## src/rtl/cdc_reset_ctrlr_pkg.sv

```systemverilog
// Shared types for the clear-sequence controller and its responders.
// clear_seq_phase_e encodes the cyclic clear sequence so that the legal
// successor of any phase is simply phase + 1 (mod 4).
package cdc_reset_ctrlr_pkg;

  typedef enum logic [1:0] {
    IDLE       = 2'd0,
    ISOLATE    = 2'd1,
    CLEAR      = 2'd2,
    POST_CLEAR = 2'd3
  } clear_seq_phase_e;

endpackage

```

## src/rtl/cdc_clear_responder.sv

```systemverilog
// cdc_clear_responder
// Local-domain side of the clear sequence. Accepts one phase request at a
// time, performs the phase action on the local domain (isolation request,
// timed clear strobe, isolation release) and returns an acknowledge that
// must be consumed before the next request is accepted.
//
// Ports
//   clk_i          : clock, all logic on rising edge
//   rst_i          : asynchronous active-high reset
//   phase_valid_i  : phase request valid
//   phase_i        : requested phase
//   phase_ready_o  : request can be accepted (only while waiting for one)
//   ack_valid_o    : phase completion acknowledge valid
//   ack_phase_o    : phase being acknowledged
//   ack_ready_i    : acknowledge consumed
//   isolate_o      : ask the local domain to stop new transactions
//   isolate_ack_i  : local domain reports isolation in effect / released
//   clear_o        : local-domain clear strobe, CLEAR_CYCLES cycles long
//   cur_phase_o    : last accepted phase
//   seq_err_o      : one-cycle pulse when an out-of-order phase is accepted
module cdc_clear_responder
  import cdc_reset_ctrlr_pkg::*;
#(
  parameter int unsigned CLEAR_CYCLES = 4
) (
  input  logic             clk_i,
  input  logic             rst_i,
  input  logic             phase_valid_i,
  input  clear_seq_phase_e phase_i,
  output logic             phase_ready_o,
  output logic             ack_valid_o,
  output clear_seq_phase_e ack_phase_o,
  input  logic             ack_ready_i,
  output logic             isolate_o,
  input  logic             isolate_ack_i,
  output logic             clear_o,
  output clear_seq_phase_e cur_phase_o,
  output logic             seq_err_o
);

  localparam int CNT_W = $clog2(CLEAR_CYCLES + 1);

  typedef enum logic [2:0] {
    WAIT_REQ,
    ISO_WAIT,
    CLR_CNT,
    REL_WAIT,
    SEND_ACK
  } state_e;

  state_e           state_q, state_d;
  clear_seq_phase_e phase_q, phase_d;
  logic             isolate_q, isolate_d;
  logic             seq_err_q, seq_err_d;
  logic [CNT_W-1:0] cnt_q, cnt_d;
  // Low while in reset and until the first edge afterwards, so that the
  // reset state (WAIT_REQ) does not advertise readiness during reset.
  logic             live_q;

  logic             accept;
  clear_seq_phase_e succ_phase;

  assign phase_ready_o = live_q && (state_q == WAIT_REQ);
  assign accept        = phase_valid_i && phase_ready_o;
  assign succ_phase    = clear_seq_phase_e'(phase_q + 2'd1);

  always_comb begin
    state_d   = state_q;
    phase_d   = phase_q;
    isolate_d = isolate_q;
    seq_err_d = 1'b0;
    cnt_d     = cnt_q;
    case (state_q)
      WAIT_REQ: begin
        if (accept) begin
          phase_d = phase_i;
          if (phase_i == phase_q) begin
            // Repeat of the current phase: nothing to do, just acknowledge.
            state_d = SEND_ACK;
          end else begin
            // Out-of-order phases are flagged but still executed.
            seq_err_d = (phase_i != succ_phase);
            case (phase_i)
              ISOLATE: begin
                isolate_d = 1'b1;
                state_d   = ISO_WAIT;
              end
              CLEAR: begin
                isolate_d = 1'b1;
                cnt_d     = CNT_W'(CLEAR_CYCLES);
                state_d   = CLR_CNT;
              end
              POST_CLEAR: begin
                isolate_d = 1'b1;
                state_d   = SEND_ACK;
              end
              default: begin
                isolate_d = 1'b0;
                state_d   = REL_WAIT;
              end
            endcase
          end
        end
      end
      ISO_WAIT: begin
        if (isolate_ack_i) state_d = SEND_ACK;
      end
      CLR_CNT: begin
        if (cnt_q != '0) cnt_d = cnt_q - 1'b1;
        // Leave on the last strobe cycle; the zero check is a safety exit.
        if (cnt_q <= CNT_W'(1)) state_d = SEND_ACK;
      end
      REL_WAIT: begin
        if (!isolate_ack_i) state_d = SEND_ACK;
      end
      SEND_ACK: begin
        if (ack_ready_i) state_d = WAIT_REQ;
      end
      default: begin
        state_d = WAIT_REQ;
      end
    endcase
  end

  always_ff @(posedge clk_i or posedge rst_i) begin
    if (rst_i) begin
      state_q   <= WAIT_REQ;
      phase_q   <= IDLE;
      isolate_q <= 1'b0;
      seq_err_q <= 1'b0;
      cnt_q     <= '0;
      live_q    <= 1'b0;
    end else begin
      state_q   <= state_d;
      phase_q   <= phase_d;
      isolate_q <= isolate_d;
      seq_err_q <= seq_err_d;
      cnt_q     <= cnt_d;
      live_q    <= 1'b1;
    end
  end

  // Strobe is decoded from the state so it falls with the async reset.
  assign clear_o     = (state_q == CLR_CNT);
  assign ack_valid_o = (state_q == SEND_ACK);
  assign ack_phase_o = phase_q;
  assign cur_phase_o = phase_q;
  assign isolate_o   = isolate_q;
  assign seq_err_o   = seq_err_q;

endmodule

```

## config.mk

```make
export PLATFORM = sky130hd
export DESIGN_NAME = cdc_clear_responder
export DESIGN_NICKNAME = d
export VERILOG_FILES = /design/src/rtl/cdc_reset_ctrlr_pkg.sv /design/src/rtl/cdc_clear_responder.sv
export SDC_FILE = /design/constraint.sdc
export NUM_CORES = 1
export LEC_CHECK = 0
export ABC_AREA = 0
export CORE_MARGIN = 10
export CORE_UTILIZATION = 45
export CTS_BUF_LIST = sky130_fd_sc_hd__clkbuf_8
export DETAILED_ROUTE_END_ITERATION = 12
export GPL_ROUTABILITY_DRIVEN = 0
export PLACE_DENSITY = 0.78
export SLEW_MARGIN = 15
export SYNTH_ARGS = -nofsm -noshare
export SYNTH_HDL_FRONTEND = slang
export SYNTH_SLANG_ARGS = --single-unit
```

## constraint.sdc

```tcl
create_clock -name clk_i -period 1.4 [get_ports clk_i]
set_input_delay 0.21 -clock clk_i [delete_from_list [all_inputs] [get_ports clk_i]]
set_output_delay 0.21 -clock clk_i [all_outputs]
set_load 0.005 [all_outputs]
```

==> impl_metrics.env <==
export IMPL_status="complete, but fails checks"
export IMPL_failed_checks="setup timing"
export IMPL_path_delay_family="flip-flops"
export IMPL_critical_path_most_common_cell="buf_4"
export IMPL_final_area_um2=1022
export IMPL_place_area_um2=872.1
export IMPL_drt_iter0_markers=18
export IMPL_path_cells="buf_4, buf_4, xnor2_2, nand2_1, o21ai_2, o32ai_1"
export IMPL_post_drt_wl_per_cell_um=15.98
export IMPL_finalHoldViolCount=0
export IMPL_vias_per_cell=5.304
export IMPL_rsz0062_at_grt="true"
export IMPL_power_density_nw_per_um2=1828
export IMPL_ys_seq_area_frac=0.4183
export IMPL_setup_slack_ns=-0.01286
export IMPL_worst_path_buf_inv=2
export IMPL_synthCells=65
export IMPL_cap_violations=0
export IMPL_die_h_um=58.24
export IMPL_io_pins=16
export IMPL_postLayoutCoreUtil=0.7664
export IMPL_clk_pin_slew_worst_paths_ns=0.05
export IMPL_period_needed_ns=1.413
export IMPL_worstSetupPathType="reg2reg"
export IMPL_fmax_ghz=0.7078
export IMPL_vdd_drop_max_v=0.001155
export IMPL_dieArea_um2=3392
export IMPL_gr_total_overflow=0
export IMPL_drive_gt1_frac=0.4124
export IMPL_diodes=0
export IMPL_critPathSlowestCell="dfrtp_2"
export IMPL_grt_pass1_wl_um=2677
export IMPL_final_nets=108
export IMPL_worst_path_largest_cell_delay_ns=0.44
export IMPL_synth_edf_count=0
export IMPL_dr_total_vias=594
export IMPL_io_buffers=15
export IMPL_hp_class="in2async"
export IMPL_slew_viol_final=0
export IMPL_end_kind="register"
export IMPL_area_growth_pct=55.32
export IMPL_synth_net_count=75
export IMPL_clkLatencyLatePin_ns=0.24
export IMPL_synth_warnings=0
export IMPL_power_total_w=0.001869
export IMPL_cts_made_buffers=3
export IMPL_whs_ns=0.2635
export IMPL_dieWidth_um=58.24
export IMPL_power_leakage_nw=0.4909
export IMPL_ys_flop_type="dfrtp_1"
export IMPL_netlist_area_um2=658.1
export IMPL_clockBufferDepth=2
export IMPL_synth_top_area_frac=0.4183
export IMPL_cts_tree="yes"
export IMPL_clock_skew_ns=0.002906
export IMPL_critPathMaxFanout=4
export IMPL_synth_area_leaders="dfrtp_1 (42%), ha_1 (5.7%), o21ai_0 (3.8%)"
export IMPL_start_util=0.4934
export IMPL_cts_num_sinks=11
export IMPL_drc=0
export IMPL_cts_root_buf="clkbuf_8"
export IMPL_dp_hpwl_um=1129
export IMPL_core_um2=1334
export IMPL_avgSynthCellArea_um2=10.13
export IMPL_rows=13
export IMPL_start_kind="register"
export IMPL_ys_types=30
export IMPL_synth_most_common_cell="dfrtp_1"
export IMPL_drt_total_wl_um=1790
export IMPL_finalCritPeriodShare=1.009
export IMPL_yosysTopAreaCell="dfrtp_1"
export IMPL_grt_max_degree=12
export IMPL_dr_pass1_iters=4
export IMPL_antenna_found_initial=0
export IMPL_synth_common_cells="dfrtp_1 (11), inv_1 (6), o21ai_0 (5), nand2_1 (4)"
export IMPL_crit_arrival_ns=1.54
export IMPL_grt_use_total=0.09969
export IMPL_synthArstFlopShare=1.000
export IMPL_ys_ff_latch=11
export IMPL_critPathRequiredTime_ns=1.53
export IMPL_ant_nets=0
export IMPL_grt_pass1_vias=594
export IMPL_setup_viol=2
export IMPL_h_tree_depth=1
-- cell type report --
type                       count  area, um2
clock buffer                   3      41.29
tap                           15      18.77
multi-input combinational     46      387.9
timing repair buffer          30      269.0
sequential                    11      279.0
clock inverter                 1      3.754
fill                          94      311.5
inverter                       6      22.52
-- sequential cells by signal, indices dropped and copies added (netlist names) --
| name | flops |
|---|---|
| live_q | 1 |
| ack_phase_o | 2 |
| cnt_q | 3 |
| seq_err_o | 1 |
| state_q | 3 |
| isolate_o | 1 |
-- placed cells by master (no fill, tap or decap), types with 2 or more instances in the layout --
cell type         n
nand2_1           4
xor2_2            2
mux2_4            2
and2_1            2
dfrtp_2           3
o21ai_1           3
clkdlybuf4s50_1   9
nand3_1           2
ha_1              3
o21ai_2           3
a21oi_1           3
o21ai_0           2
buf_6             4
nor2b_1           2
and2_4            2
dlygate4sd2_1     3
inv_1             6
clkbuf_8          3
dfrtp_1           8
buf_4            12
-- worst reg2reg max path, cell delays in order (launching register included) --
cell,delay [ns]
dfrtp_2,0.44
buf_4,0.15
buf_4,0.14
xnor2_2,0.14
nand2_1,0.09
o21ai_2,0.07
o32ai_1,0.27
-- metrics by stage --
step | setup WS, ns | std cells | TNS, ns
final | -0.01286 | 112 | -0.02117
after global routing | -0.09210 | 112 | -0.2316
after CTS | 0.008976 | 111 | 0
after detailed placement | -0.1532 | 101 | -0.8499
after global placement | -0.1137 | 101 | -0.5528
after floorplan | 0.07715 | 65 | 0
-- per-layer routing --
| metal | GRT usage | wire (um) | vias to the layer above | share of wire |
|---|---|---|---|---|
| met5 | 0 | 0 | - | 0 |
| met2 | 0.1641 | 905 | 31 | 0.51 |
| met4 | 0.02013 | 23 | 0 | 0.013 |
| met1 | 0.1067 | 722 | 272 | 0.40 |
| li1 | - | - | 281 | - |
| met3 | 0.06100 | 139 | 10 | 0.078 |
-- power by group --
| part | internal [W] | switching, W |
|---|---|---|
| clock | 0.000192 | 0.000112 |
| combinational | 0.000585 | 0.000423 |
| sequential | 0.000433 | 0.000124 |
-- cells by family after synthesis --
family | share of synthesized area
AND/OR/NAND/NOR | 0.1825
AO/OA/AOI/OAI | 0.1654
flip-flops | 0.4182
buffers and inverters | 0.05703
XOR/XNOR | 0.06465
adder cells (fa/ha/maj) | 0.05704
multiplexers | 0.04943
other | 0.005698
-- path summary, 6_finish.rpt --
path / depth (start not counted) / end / start / slack [ns]
setup / recovery: 6 / state_q[2] / state_q[1] / -0.01
min in group clk_i: 2 / isolate_o / isolate_o / 0.53
hold / removal: 2 / ack_phase_o[0] / rst_i / 0.26
max in group asynchronous: 2 / state_q[0] / rst_i / 0.82
setup reg to reg: 6 / state_q[2] / state_q[1] / -0.01
hold reg to reg: 2 / isolate_o / isolate_o / 0.53
-- repair_timing --
| action | in CTS | in global routing |
|---|---|---|
| buffers inserted | 6 | 1 |
| gates resized for setup | 20 | 13 |
| setup endpoints to repair | 12 | 12 |
| hold buffers | 0 | 0 |
| pin swaps | 4 | 4 |
Note: power is estimated with default switching activity, not from simulation.
